===== config.mk =====
export PLATFORM = sky130hd
export DESIGN_NAME = loopback_multi_pu
export DESIGN_NICKNAME = d
export VERILOG_FILES = /design/src/rtl/loopback_multi_pu.sv
export SDC_FILE = /design/constraint.sdc
export NUM_CORES = 1
export LEC_CHECK = 0
export CAP_MARGIN = 20
export CORE_AREA = 2 2 178 180
export DETAILED_ROUTE_END_ITERATION = 12
export DIE_AREA = 0 0 180 182
export PLACE_DENSITY = 0.71
export SLEW_MARGIN = 20
export SYNTH_ARGS = -nofsm -noshare
export SYNTH_HDL_FRONTEND = slang
export SYNTH_SLANG_ARGS = --single-unit

===== constraint.sdc =====
create_clock -name clk -period 2.85 [get_ports clk]
set_input_delay 0.285 -clock clk [delete_from_list [all_inputs] [get_ports clk]]
set_output_delay 0.285 -clock clk [all_outputs]
set_load 0.02 [all_outputs]

===== src/rtl/loopback_multi_pu.sv =====
// Loopback engine: pops stream (and optional buffer) words, applies a
// per-mode operation and pushes the result to one or all PU lanes.
module loopback_multi_pu #(
  parameter int NUM_PU     = 4,
  parameter int NUM_PE     = 4,
  parameter int OP_WIDTH   = 16,
  parameter int BUF_DATA_W = 64,
  parameter int CNT_W      = 20,
  localparam int PU_DATA_W = NUM_PE * OP_WIDTH
) (
  input  logic                        clk,
  input  logic                        reset,
  input  logic                        start,
  input  logic [1:0]                  mode,
  input  logic [CNT_W-1:0]            num_words,
  input  logic                        stream_read_ready,
  output logic                        stream_read_req,
  input  logic [PU_DATA_W-1:0]        stream_read_data,
  input  logic                        buffer_read_ready,
  output logic                        buffer_read_req,
  input  logic [BUF_DATA_W-1:0]       buffer_read_data,
  output logic [NUM_PU-1:0]           stream_write_req,
  output logic [NUM_PU*PU_DATA_W-1:0] stream_write_data,
  input  logic [NUM_PU-1:0]           stream_write_ready,
  output logic                        done,
  output logic                        busy,
  output logic [1:0]                  state,
  output logic [CNT_W-1:0]            words_read,
  output logic [CNT_W-1:0]            words_written
);

  localparam int PSEL_W = (NUM_PU > 1) ? $clog2(NUM_PU) : 1;

  localparam logic [1:0] S_IDLE  = 2'd0;
  localparam logic [1:0] S_RUN   = 2'd1;
  localparam logic [1:0] S_DRAIN = 2'd2;
  localparam logic [1:0] S_DONE  = 2'd3;

  logic [1:0]           r_state;
  logic [1:0]           w_next_state;
  logic [1:0]           r_mode;
  logic [CNT_W-1:0]     r_num_words;
  logic [CNT_W-1:0]     r_words_read;
  logic [CNT_W-1:0]     r_words_written;
  logic [PSEL_W-1:0]    r_pu_sel;
  logic                 r_out_valid;
  logic [PU_DATA_W-1:0] r_out_data;
  logic [NUM_PU-1:0]    r_out_mask;

  logic                 w_start_job;
  logic                 w_mode_buf;
  logic                 w_fire;
  logic                 w_pop;
  logic [PU_DATA_W-1:0] w_buf_lo;
  logic [PU_DATA_W-1:0] w_result;
  logic [NUM_PU-1:0]    w_onehot;

  assign w_start_job = (r_state == S_IDLE) && start;
  assign w_mode_buf  = (r_mode == 2'd1) || (r_mode == 2'd2);
  assign w_buf_lo    = buffer_read_data[PU_DATA_W-1:0];

  // A push only happens when every targeted lane can accept it.
  assign w_fire = r_out_valid &&
                  ((r_out_mask & stream_write_ready) == r_out_mask);

  // Pop when running, words remain, sources ready and output slot frees.
  assign w_pop = !reset && (r_state == S_RUN) &&
                 (r_words_read < r_num_words) &&
                 stream_read_ready &&
                 (buffer_read_ready || !w_mode_buf) &&
                 (!r_out_valid || w_fire);

  assign stream_read_req  = w_pop;
  assign buffer_read_req  = w_pop && w_mode_buf;
  assign stream_write_req = (!reset && w_fire) ? r_out_mask : '0;
  assign stream_write_data = {NUM_PU{r_out_data}};
  assign words_read    = r_words_read;
  assign words_written = r_words_written;

  // Per-mode datapath; add is lane-wise with no carry between operands.
  always_comb begin
    w_result = stream_read_data;
    unique case (r_mode)
      2'd1: begin
        for (int i = 0; i < NUM_PE; i++) begin
          w_result[i*OP_WIDTH +: OP_WIDTH] =
            stream_read_data[i*OP_WIDTH +: OP_WIDTH] +
            w_buf_lo[i*OP_WIDTH +: OP_WIDTH];
        end
      end
      2'd2:    w_result = stream_read_data ^ w_buf_lo;
      default: w_result = stream_read_data;
    endcase
  end

  // One-hot decode of the current PU selector.
  always_comb begin
    w_onehot = '0;
    for (int i = 0; i < NUM_PU; i++) begin
      w_onehot[i] = (r_pu_sel == PSEL_W'(i));
    end
  end

  // State register.
  always_ff @(posedge clk) begin
    if (reset) r_state <= S_IDLE;
    else       r_state <= w_next_state;
  end

  // Next-state logic.
  always_comb begin
    w_next_state = r_state;
    unique case (r_state)
      S_IDLE: begin
        if (start) begin
          w_next_state = (num_words == '0) ? S_DONE : S_RUN;
        end
      end
      S_RUN: begin
        if (r_words_read == r_num_words) w_next_state = S_DRAIN;
      end
      S_DRAIN: begin
        if (r_words_written == r_num_words) w_next_state = S_DONE;
      end
      default: w_next_state = S_IDLE;
    endcase
  end

  // Status outputs decoded from the state.
  always_comb begin
    state = r_state;
    done  = (r_state == S_DONE);
    busy  = (r_state == S_RUN) || (r_state == S_DRAIN);
  end

  // Job parameters, counters and the lane selector.
  always_ff @(posedge clk) begin
    if (reset) begin
      r_mode          <= 2'd0;
      r_num_words     <= '0;
      r_words_read    <= '0;
      r_words_written <= '0;
      r_pu_sel        <= '0;
    end else if (w_start_job) begin
      r_mode          <= mode;
      r_num_words     <= num_words;
      r_words_read    <= '0;
      r_words_written <= '0;
      r_pu_sel        <= '0;
    end else begin
      if (w_pop) begin
        r_words_read <= r_words_read + CNT_W'(1);
        if (r_mode != 2'd3) begin
          if (r_pu_sel == PSEL_W'(NUM_PU - 1)) r_pu_sel <= '0;
          else                                 r_pu_sel <= r_pu_sel + PSEL_W'(1);
        end
      end
      if (w_fire) begin
        r_words_written <= r_words_written + CNT_W'(1);
      end
    end
  end

  // Output register: load on pop (even while firing), clear on a lone fire.
  always_ff @(posedge clk) begin
    if (reset) begin
      r_out_valid <= 1'b0;
      r_out_data  <= '0;
      r_out_mask  <= '0;
    end else if (w_pop) begin
      r_out_valid <= 1'b1;
      r_out_data  <= w_result;
      r_out_mask  <= (r_mode == 2'd3) ? {NUM_PU{1'b1}} : w_onehot;
    end else if (w_fire) begin
      r_out_valid <= 1'b0;
      r_out_mask  <= '0;
    end
  end

endmodule


# Yosys cells after proc, flatten, opt, wreduce, memory -nomap -nowiden
# Index checks and enable logic that the tools add are counted.
[op_classes]
n_bitwise = 2
n_reduce_logical = 23
magnitude_cmp = 1
mux = 13
eq_ne = 16
n_addsub = 7
[ops]
columns = ["op", "count"]
rows = [
  ["64-bit one-hot mux with 2 select lines", 1],
  ["16-bit adder", 4],
  ["64-bit bitwise XOR", 1],
  ["20-bit by 1-bit adder with 20-bit output, second input constant", 2],
  ["20-bit equality test", 2],
  ["20-bit logical NOT", 1],
  ["20-bit < comparator", 1],
  ["4-bit two-way mux", 4],
  ["2-bit equality test, second input constant", 6],
  ["2-bit two-way mux", 5],
  ["1-bit logical AND", 9],
  ["2-bit != test, second input constant", 4],
  ["2-bit by 1-bit equality test with 1-bit output, second input constant", 3],
  ["2-bit one-hot mux with 3 select lines", 1],
  ["4-bit bitwise AND", 1],
  ["4-bit equality test", 1],
  ["2-bit logical NOT", 2],
  ["1-bit logical OR", 4],
  ["1-bit logical NOT", 3],
  ["3-bit AND reduction", 1],
  ["2-bit by 1-bit adder with 2-bit output, second input constant", 1],
  ["1-bit two-way mux", 2],
  ["2-bit AND reduction", 1],
  ["2-bit nonzero test", 1],
  ["2-bit OR reduction", 1],
]
[word_totals]
reg_bits = 135
elab_cells = 71
output_inout_bits = 306
inputBits = 159

# Longest topological paths before layout
# Gate-level depths: netlist (run 1).
[logic_depth]
depth_word = 7
mapped_depth = 12
ltp_nobuf = 12

# Worst setup path after synthesis (run 1)
# No wires, ideal clock.
[synth_timing]
kind = "input to register"
from = "input port stream_read_data[16]"
to = "register r_out_data[28]"
path_stages = 9
required_time_ns = 2.758
setup_ns = 0.092
n_path_buf = 0
path_slack_ns = 0.272
arrival_ns = 2.486
path_cell_list = "ha_1 > fa_1 > a21o_1 > a2111oi_1 > o31ai_1 > o41ai_1 > xor2_1 > o211a_1 > nor4_1"
[synth_between]
elab_chain_cells = 2
[synth_lines]
columns = ["element", "line_no", "text"]
rows = [
  ["start: declaration", "18", "input logic [PU_DATA_W-1:0] stream_read_data,"],
  ["16-bit adder", "87", "stream_read_data[i*OP_WIDTH +: OP_WIDTH] +"],
  ["64-bit one-hot mux with 2 select lines", "83", "unique case (r_mode)"],
  ["end signal: assignment", "172", "r_out_data <= w_result;"],
  ["end: declaration", "47", "logic [PU_DATA_W-1:0] r_out_data;"],
]
# No other way between the ends.
# A chain may end at the register's enable or synchronous reset.

# Worst setup path in the final report (run 1)
# Same ends and word-level chain as after synthesis.

==> flow_summary.yaml, run 1 <==
outcome:
  status: "complete, no violations"
place:
  numPortBuffers: 464
  gp_congestion: 0.895
  hpwlAfterDp_mm: 34.3
  dp.cells: 2204
  place_ws_ns: -0.414
timing:
  setup_viol: 0
  setup_total_negative_slack_ns: 0
  rsz0062_at_grt: "no"
  finalHoldViolCount: 0
  fin_crit_ns: 2.75
  slew_violations: 0
  setup_ws_ns: 0.0970
  max_freq_mhz: 363
  slew_headroom: 0.468
  period_share: 0.966
  timing.hold.ws_ns: 0.423
  tightest_slew_ns: 0.796
  clock_skew_ns: 0.0197
setup_path:
  startpoint_type: "primary input"
  path_class: "primary input to flop"
  cp-end-kind: "flop"
  critPathMaxFanout: 3
  worstPathRequired_ns: 3.20
  worstPathArrival_ns: 3.10
yosys:
  synth-simple-area-share: 0.198
  muxShareOfSynthArea: 0.0108
  synth-xor-area-share: 0.0464
  syn-instance-count: 1490
  ys_top_cells_by_count: "192 x buf_4, 160 x nand2_1, 135 x dfxtp_1"
  synth-edff-count: 0
  async_flop_share: 0
  synthAdderAreaFrac: 0.109
  synth_top_family_by_area: "compound AO/OA/AOI/OAI gates"
  synth_top_area_frac: 0.235
  seq_area_frac_synth: 0.235
  synth_compound_area_frac: 0.235
  syn_nets: 1747
  yosys.area.top_type: "dfxtp_1"
  syn_area_per_cell_um2: 7.73
  yosysWarningCount: 0
  synth-seq-cells: 135
  ys_types: 78
  yosys-top-cells-area: "dfxtp_1 23%, buf_4 13%, ha_1 10%, a21oi_1 5.5%, nand2_1 5.2%"
  yosysMostFrequentCell: "buf_4"
  synth_flop_cell: "dfxtp_1"
  syn_area_um2: 11500
clock_tree:
  cts_tree: "done"
  cts_buffers: 17
  h-tree-depth: 4
  clk_latency_ns: 0.44
  clock_path_buffers: 2
  clock_sinks: 135
  path_clk_slew_ns: 0.07
  clockRootBuffer: "clkbuf_16"
  hold_buffers: 0
power_and_ir_drop:
  pwr_density_cell_nw_per_um2: 543
  power.total_mw: 9.08
  p_leak_nw: 6.43
  ir_drop_uv: 463
floorplan:
  die_y_um: 182
  core_um2: 31000
  num_rows: 65
  ios: 465
  die_area_um2: 32800
  die_w_um: 180
  start_util: 0.372
global_routing:
  gr-total-overflow: 0
  grt_pass1_wl_mm: 68.6
  grt_max_degree: 65
  grt_pass1_vias: 11877
  grt_util_all_layers: 0.266
  antenna_found_initial: 2
worst_hold_path:
  hp-class: "primary input to flop"
drt:
  ant_nets: 0
  dr.pass1.iters: 5
  drt-total-wl_mm: 45.4
  drt-vias-per-instance: 5.53
  drtIter0Drc: 1056
  post_drt_wl_per_cell_um: 20.2
  dr_total_vias: 12412
  drc_errors: 0
cells_and_area:
  synthToLayoutAreaGrowth_pct: 45.1
  drive_gt1_frac: 0.113
  antenna_cells: 0
  final_cells: 2246
  fin_nets: 2088
  nFillCells: 2834
flow_run:
  drv_cap: 0
flip-flops by register name (all words and copies together), names as in the netlist:
| register | cells |
|---|---|
| r_pu_sel | 2 |
| r_out_valid | 1 |
| words_written | 20 |
| r_out_mask | 4 |
| r_num_words | 20 |
| words_read | 20 |
| state | 2 |
| r_out_data | 64 |
| r_mode | 2 |
routing by layer:
metal	wire length, um	global-route usage	part of all wire	vias to the layer above
li1	-	-	-	5893
met1	19100	0.335	0.42	5902
met2	21500	0.442	0.47	545
met3	3280	0.0552	0.072	70
met4	1520	0.110	0.033	2
met5	13	0	0.00029	-
worst max-delay path: stages:
cell,delay [ns]
clkdlybuf4s50_1,0.43
ha_1,0.32
fa_1,0.44
a21o_1,0.24
a2111oi_2,0.36
o31ai_1,0.17
o41ai_1,0.35
xor2_1,0.12
o211a_1,0.22
nor4_1,0.15
report_power, final:
| part | switching [mW] | total (mW) | internal [mW] | leakage (nW) |
|---|---|---|---|---|
| Sequential | 0.302 | 2.38 | 2.08 | 1.10 |
| Combinational | 2.39 | 4.35 | 1.96 | 5.03 |
| Clock | 1.15 | 2.34 | 1.20 | 0.300 |
placed cells by master (no fill, tap or decap), drive strengths merged, types with 7 or more instances in the layout:
cell type	n
a2111oi	7
a211oi	16
a21o	25
a21oi	127
a221o	16
a221oi	7
a31o	8
a31oi	12
and2	8
and3	23
buf	121
clkbuf	17
clkdlybuf4s50	457
clkinv	9
dfxtp	135
ha	94
inv	60
mux2i	9
nand2	162
nand2b	13
nand3	44
nand4	18
nor2	88
nor2b	10
nor3	42
nor4	14
o211ai	41
o21a	7
o21ai	60
o31ai	9
or3	24
xnor2	36
xor2	25
through the flow:
step           cell area, um2   util
5_1_grt                 16700  0.539
3_3_place_gp            15800  0.511
6_report                16700  0.539
4_1_cts                 16600  0.536
3_5_place_dp            15800  0.511
2_1_floorplan           11500      -
cell families (layout without fill, tap and decap cells):
| family | count (synthesis) | count (layout) |
|---|---|---|
| simple gates | 468 | 468 |
| mux | 12 | 12 |
| flops | 135 | 135 |
| fa+ha+maj | 98 | 98 |
| compound gates | 400 | 400 |
| buf+inv | 316 | 670 |
| xor+xnor | 61 | 61 |
layout make-up:
cell class	instances	area, um2	area share
Multi-Input combinational cell	1039	7020	0.420
Timing Repair Buffer	584	5650	0.338
Sequential cell	135	2720	0.163
Tap cell	402	503	0.0301
Clock buffer	17	425	0.0255
Inverter	54	203	0.0121
Clock inverter	15	194	0.0116
worst paths after layout:
| path | from | to | slack (ns) | cells past startpoint |
|---|---|---|---|---|
| max | stream_read_data[16] | r_out_data[28] | 0.1 | 10 |
| min | num_words[13] | r_num_words[13] | 0.42 | 3 |
| max reg2reg | r_num_words[4] | r_out_data[46] | 0.17 | 13 |
| min reg2reg | r_num_words[18] | r_num_words[18] | 0.49 | 2 |
what timing repair did:
item,CTS,global route
hold endpoints to repair,0,0
cloned,2,0
buffers inserted,4,5
pin swaps,4,5
endpoints found under the setup margin,6,10
gates resized for setup,25,18
Power figures use the tool's default switching activity.
==> inputs of run 2 (changes only) <==
--- a/config.mk
+++ b/config.mk
@@ -6,10 +6,10 @@
 export NUM_CORES = 1
 export LEC_CHECK = 0
 export CAP_MARGIN = 20
-export CORE_AREA = 2 2 178 180
+export CORE_AREA = 2 2 183 185
 export DETAILED_ROUTE_END_ITERATION = 12
-export DIE_AREA = 0 0 180 182
-export PLACE_DENSITY = 0.71
+export DIE_AREA = 0 0 185 187
+export PLACE_DENSITY = 0.68
 export SLEW_MARGIN = 20
 export SYNTH_ARGS = -nofsm -noshare
 export SYNTH_HDL_FRONTEND = slang
==> constraint.sdc (replaced) <==
create_clock -name clk -period 3.57 [get_ports clk]
set_input_delay 0.357 -clock clk [delete_from_list [all_inputs] [get_ports clk]]
set_output_delay 0.357 -clock clk [all_outputs]
set_load 0.02 [all_outputs]
==> run 2 against run 1 <==
Flip-flop and latch count unchanged. Largest cell class unchanged. Clock power decreased by 23%. Clock skew decreased by 0.0060 ns. Cell area decreased by 5.4%.
==> flow_summary.yaml, run 2 (synthesized netlist as in run 1, its figures left out) <==
timing:
  slew_violations: 0
  period_share: 0.893
  clock_skew_ns: 0.0137
  tightest_slew_ns: 0.999
  slew_headroom: 0.333
  fin_crit_ns: 3.19
  max_freq_mhz: 314
  setup_viol: 0
  rsz0062_at_grt: "no"
  finalHoldViolCount: 0
  setup_total_negative_slack_ns: 0
clock_tree:
  clk_latency_ns: 0.43
  clockRootBuffer: "clkbuf_16"
  cts_tree: "done"
  clock_path_buffers: 2
  cts_buffers: 17
  path_clk_slew_ns: 0.07
  clock_sinks: 135
  h-tree-depth: 4
drt:
  drt-vias-per-instance: 5.37
  drtIter0Drc: 770
  post_drt_wl_per_cell_um: 19.9
  drc_errors: 0
  ant_nets: 0
  dr_total_vias: 11817
  drt-total-wl_mm: 43.8
  dr.pass1.iters: 5
floorplan:
  ios: 465
  die_y_um: 187
  start_util: 0.350
  num_rows: 67
  die_area_um2: 34600
  core_um2: 32900
  die_w_um: 185
setup_path:
  startpoint_type: "flop"
  cp_slowest_cell: "clkdlybuf4s50_1"
  cp_cell_sequence: "nor2b_4, a2111oi_4, nand2_2, nor2_1, and2_1, clkdlybuf4s50_1"
  cp-end-kind: "output pin"
  crit_buf_inv: 1
  critPathMaxFanout: 10
  worstPathRequired_ns: 3.21
  worstPathArrival_ns: 2.83
  crit_family: "simple AND/OR/NAND/NOR gates"
  path_class: "flop to output pin"
  slowest_delay_ns: 0.61
place:
  numPortBuffers: 464
  hpwlAfterDp_mm: 33.4
  gp_congestion: 0.920
cells_and_area:
  nFillCells: 3163
  mostFrequentLayoutCell: "clkdlybuf4s50_1"
  largest_reg_flops: 64
  drive_gt1_frac: 0.0503
  regArea_um2: 2700
  multi_input_area_um2: 6930
  synthToLayoutAreaGrowth_pct: 37.3
  regMostFlops: "r_out_data"
  final_cell_mix: "461 x clkdlybuf4s50_1, 160 x nand2_1, 135 x dfxtp_1"
  fin_nets: 1993
power_and_ir_drop:
  internal_power_mw: 4.06
  pwr_density_cell_nw_per_um2: 441
  netSwitchingFraction: 0.419
  p_clk_frac: 0.259
  ir_drop_uv: 326
  power.total_mw: 6.98
  p_seq_frac: 0.273
  power_frac_comb: 0.467
  p_switching_mw: 2.92
  p_leak_nw: 5.89
outcome:
  status: "complete, no violations"
global_routing:
  antenna_found_initial: 2
  grt_util_all_layers: 0.245
  grt_pass1_vias: 11126
  grt_max_degree: 71
  grt_pass1_wl_mm: 65.5
  gr-total-overflow: 0
flow_run:
  drv_cap: 0
worst_hold_path:
  hp-class: "primary input to flop"
-- run 2: layer usage --
metal / share of wire / global-route usage / up-vias
li1: - / - / 5703
met1: 0.43 / 0.317 / 5578
met2: 0.46 / 0.404 / 479
met3: 0.078 / 0.0545 / 55
met4: 0.025 / 0.0739 / 2
met5: 0.00030 / 0 / -
-- run 2: area by class of cell --
| cell class | count | area share |
|---|---|---|
| flip-flops and latches | 135 | 0.171 |
| clock buffers | 17 | 0.0269 |
| well taps | 448 | 0.0354 |
| clock inverters | 15 | 0.00989 |
| multi-input cells | 1039 | 0.438 |
| repair buffers | 489 | 0.306 |
| diodes | 2 | 0.000317 |
| inverters | 54 | 0.0128 |
-- run 2: timing repair --
| item | in CTS | in global routing |
|---|---|---|
| hold endpoints to repair | 0 | 0 |
| hold buffers | 0 | 0 |
| resized for setup | 0 | 5 |
| buffers inserted | 0 | 0 |
| endpoints found under the setup margin | 0 | 2 |
-- run 2: worst paths after layout --
kind | startpoint | to | slack, ns | cells after the start
min | mode[1] | r_mode[1] | 0.48 | 3
max reg2reg | words_read[12] | r_out_data[30] | 0.68 | 10
min reg2reg | r_num_words[11] | r_num_words[11] | 0.49 | 2
max | r_out_mask[0] | stream_write_req[2] | 0.38 | 6
-- run 2: power by group through the flow --
stage / registers (mW) / logic, mW / clock network (mW)
floorplan: 1.95 / 2.07 / 0
global placement: 1.94 / 3.19 / 0
detailed placement: 1.94 / 3.22 / 0
CTS: 1.91 / 3.23 / 1.83
global route: 1.93 / 3.50 / 1.90
finish: 1.91 / 3.26 / 1.81
-- run 2: worst min-delay path, cell delays in order --
cell and delay [ns]:
clkdlybuf4s50_1 0.40, nand2_1 0.06, a21oi_1 0.05
-- run 2: per-stage QoR --
| step | hold WS [ns] | setup slack [ns] | instance area [um2] | util | std cells |
|---|---|---|---|---|---|
| after CTS | 0.474 | 0.0185 | 15800 | 0.480 | 2197 |
| final | 0.482 | 0.383 | 15800 | 0.481 | 2199 |
| after global routing | 0.497 | 0.258 | 15800 | 0.481 | 2197 |
| after global placement | 0.472 | 0.280 | 15200 | 0.463 | 2165 |
| after floorplan | 0.448 | 0.920 | 11500 | - | 1490 |
| after detailed placement | 0.475 | 0.233 | 15200 | 0.463 | 2165 |
==> inputs of run 3 (changes only) <==
==> constraint.sdc (replaced) <==
create_clock -name clk -period 3.7 [get_ports clk]
set_input_delay 0.37 -clock clk [delete_from_list [all_inputs] [get_ports clk]]
set_output_delay 0.37 -clock clk [all_outputs]
set_load 0.02 [all_outputs]
==> run 3 against run 2 <==
Cell area unchanged. Setup slack lost 0.19 ns. Sequential power decreased by 4%. Non-clock buffer count shrank 3. Flip-flop and latch count stayed put. Global-route usage up 0.23 points.
==> flow_summary.yaml, run 3 (synthesized netlist as in run 1, its figures left out) <==
outcome:
  status: "complete, no violations"
power_and_ir_drop:
  p_leak_nw: 5.84
  ir_drop_uv: 360
  pwr_density_cell_nw_per_um2: 424
cells_and_area:
  nFillCells: 3239
  synthToLayoutAreaGrowth_pct: 37.3
  drive_gt1_frac: 0.0487
  regArea_um2: 2700
  multi_input_area_um2: 6930
  final_cell_mix: "463 x clkdlybuf4s50_1, 160 x nand2_1, 135 x dfxtp_1"
  regMostFlops: "r_out_data"
  fin_area_um2: 15800
  fin_nets: 1990
  largest_reg_flops: 64
  mostFrequentLayoutCell: "clkdlybuf4s50_1"
setup_path:
  cp_cell_sequence: "inv_1, ha_1, nand3_1, nor2_1, o31ai_2, a41o_1, nand2_4, inv_2, nand2_1, inv_2, clkdlybuf4s50_1"
  path_common_cell: "inv_2"
  worstPathRequired_ns: 3.33
  cp_slowest_cell: "clkdlybuf4s50_1"
  startpoint_type: "flop"
  rr_startpoint: "r_num_words[11]"
  worstPathArrival_ns: 3.13
  r2r_slack_ns: 0.64
  r2r-end: "r_out_data[30]"
  critPathMaxFanout: 7
  slowest_delay_ns: 0.66
  r2r_cells: 11
  cp-end-kind: "output pin"
  path_class: "flop to output pin"
drt:
  drc_errors: 0
  dr_total_vias: 11846
  ant_nets: 0
  wl_met1_mm: 18.8
  drt-vias-per-instance: 5.39
  top_layer_used: "met5"
  dr.pass1.iters: 5
  drt-total-wl_mm: 44.1
  drtIter0Drc: 789
  met2WireLength_mm: 21.1
  post_drt_wl_per_cell_um: 20.1
  wl_met3_mm: 3.45
timing:
  finalHoldViolCount: 0
  slew_violations: 0
  setup_total_negative_slack_ns: 0
  fin_crit_ns: 3.50
  setup_ws_ns: 0.197
  setup_viol: 0
  max_freq_mhz: 285
  clock_skew_ns: 0.0181
  tightest_slew_ns: 0.903
  rsz0062_at_grt: "no"
  slew_headroom: 0.398
  period_share: 0.947
place:
  detailed_place.area_um2: 15200
  place_ws_ns: 0.332
  gp_congestion: 0.878
  numPortBuffers: 464
  hpwlAfterDp_mm: 33.4
clock_tree:
  h-tree-depth: 4
  hold_buffers: 0
  clockRootBuffer: "clkbuf_16"
  clk_latency_ns: 0.44
  cts_buffers: 17
  path_clk_slew_ns: 0.08
  clock_sinks: 135
  clock_path_buffers: 2
  cts_tree: "done"
global_routing:
  antenna_found_initial: 5
  grt_util_all_layers: 0.247
  grt_max_degree: 71
  grt_pass1_wl_mm: 66.2
  gr-total-overflow: 0
  grt_pass1_vias: 11285
floorplan:
  die_w_um: 185
  die_y_um: 187
  ios: 465
  core_um2: 32900
  num_rows: 67
  die_area_um2: 34600
  start_util: 0.350
worst_hold_path:
  worstHoldStart: "r_out_mask[2]"
  holdPathEnd: "r_out_mask[2]"
  holdPathStages: 2
  hp-class: "flop to flop"
flow_run:
  drv_cap: 0
-- run 3: cell count changes in the layout (fill, tap and decap cells not counted) --
cell	change
diode_2	+2
inv_6	-3
clkinv_2	-1
clkdlybuf4s50_1	+2
bufinv_16	-1
dlymetal6s2s_1	-2
inv_8	+1
buf_4	-3
clkinv_8	+5
clkinv_4	-1
-- run 3: per-layer routing --
layer	GRT usage	vias to the layer above
met4	0.0717	2
met2	0.409	503
li1	-	5689
met3	0.0500	51
met5	0	-
met1	0.323	5601
-- run 3: metrics by stage --
| step | cells | hold WS (ns) | util | total power, mW |
|---|---|---|---|---|
| 2_1_floorplan | 1490 | 0.448 | - | 3.88 |
| 3_3_place_gp | 2162 | 0.474 | 0.462 | 4.94 |
| 3_5_place_dp | 2162 | 0.470 | 0.462 | 4.97 |
| 4_1_cts | 2194 | 0.478 | 0.480 | 6.73 |
| 5_1_grt | 2198 | 0.488 | 0.481 | 7.07 |
| 6_report | 2198 | 0.488 | 0.481 | 6.71 |
-- run 3: how the worst max path moves through the flow --
stage                          startpoint         endpoint  slack (ns)
CTS                       r_num_words[11]  buffer_read_req        0.07
global route              r_num_words[11]  buffer_read_req        0.03
global placement     stream_read_data[16]   r_out_data[28]        0.36
detailed placement  stream_write_ready[0]  buffer_read_req        0.33
floorplan            stream_read_data[16]   r_out_data[28]        1.04
finish                    r_num_words[11]  buffer_read_req        0.20
-- run 3: where the power goes --
group / switching, mW / internal [mW] / total, mW
logic: 1.78 / 1.35 / 3.13
clock network: 0.832 / 0.913 / 1.74
registers: 0.239 / 1.60 / 1.84
-- run 3: cell type report --
class,count,area share
flip-flops and latches,135,0.171
clock buffers,17,0.0269
clock inverters,15,0.0113
well taps,448,0.0354
repair buffers,486,0.304
diodes,4,0.000633
multi-input cells,1039,0.438
inverters,54,0.0128
-- run 3: timing repair --
item / CTS / global route
resized for setup: 0 / 3
setup buffers: 0 / 0
setup endpoints to repair: 0 / 1
-- run 3: worst max-delay path, delay by kind of cell, from the launching register on --
kind                       cells  cell delay (ns)
buffers and inverters          4             1.03
AOI/OAI and AO/OA              2             0.57
DFF                            1             0.40
and+or+nand+nor                4             0.40
adders and majority gates      1             0.30
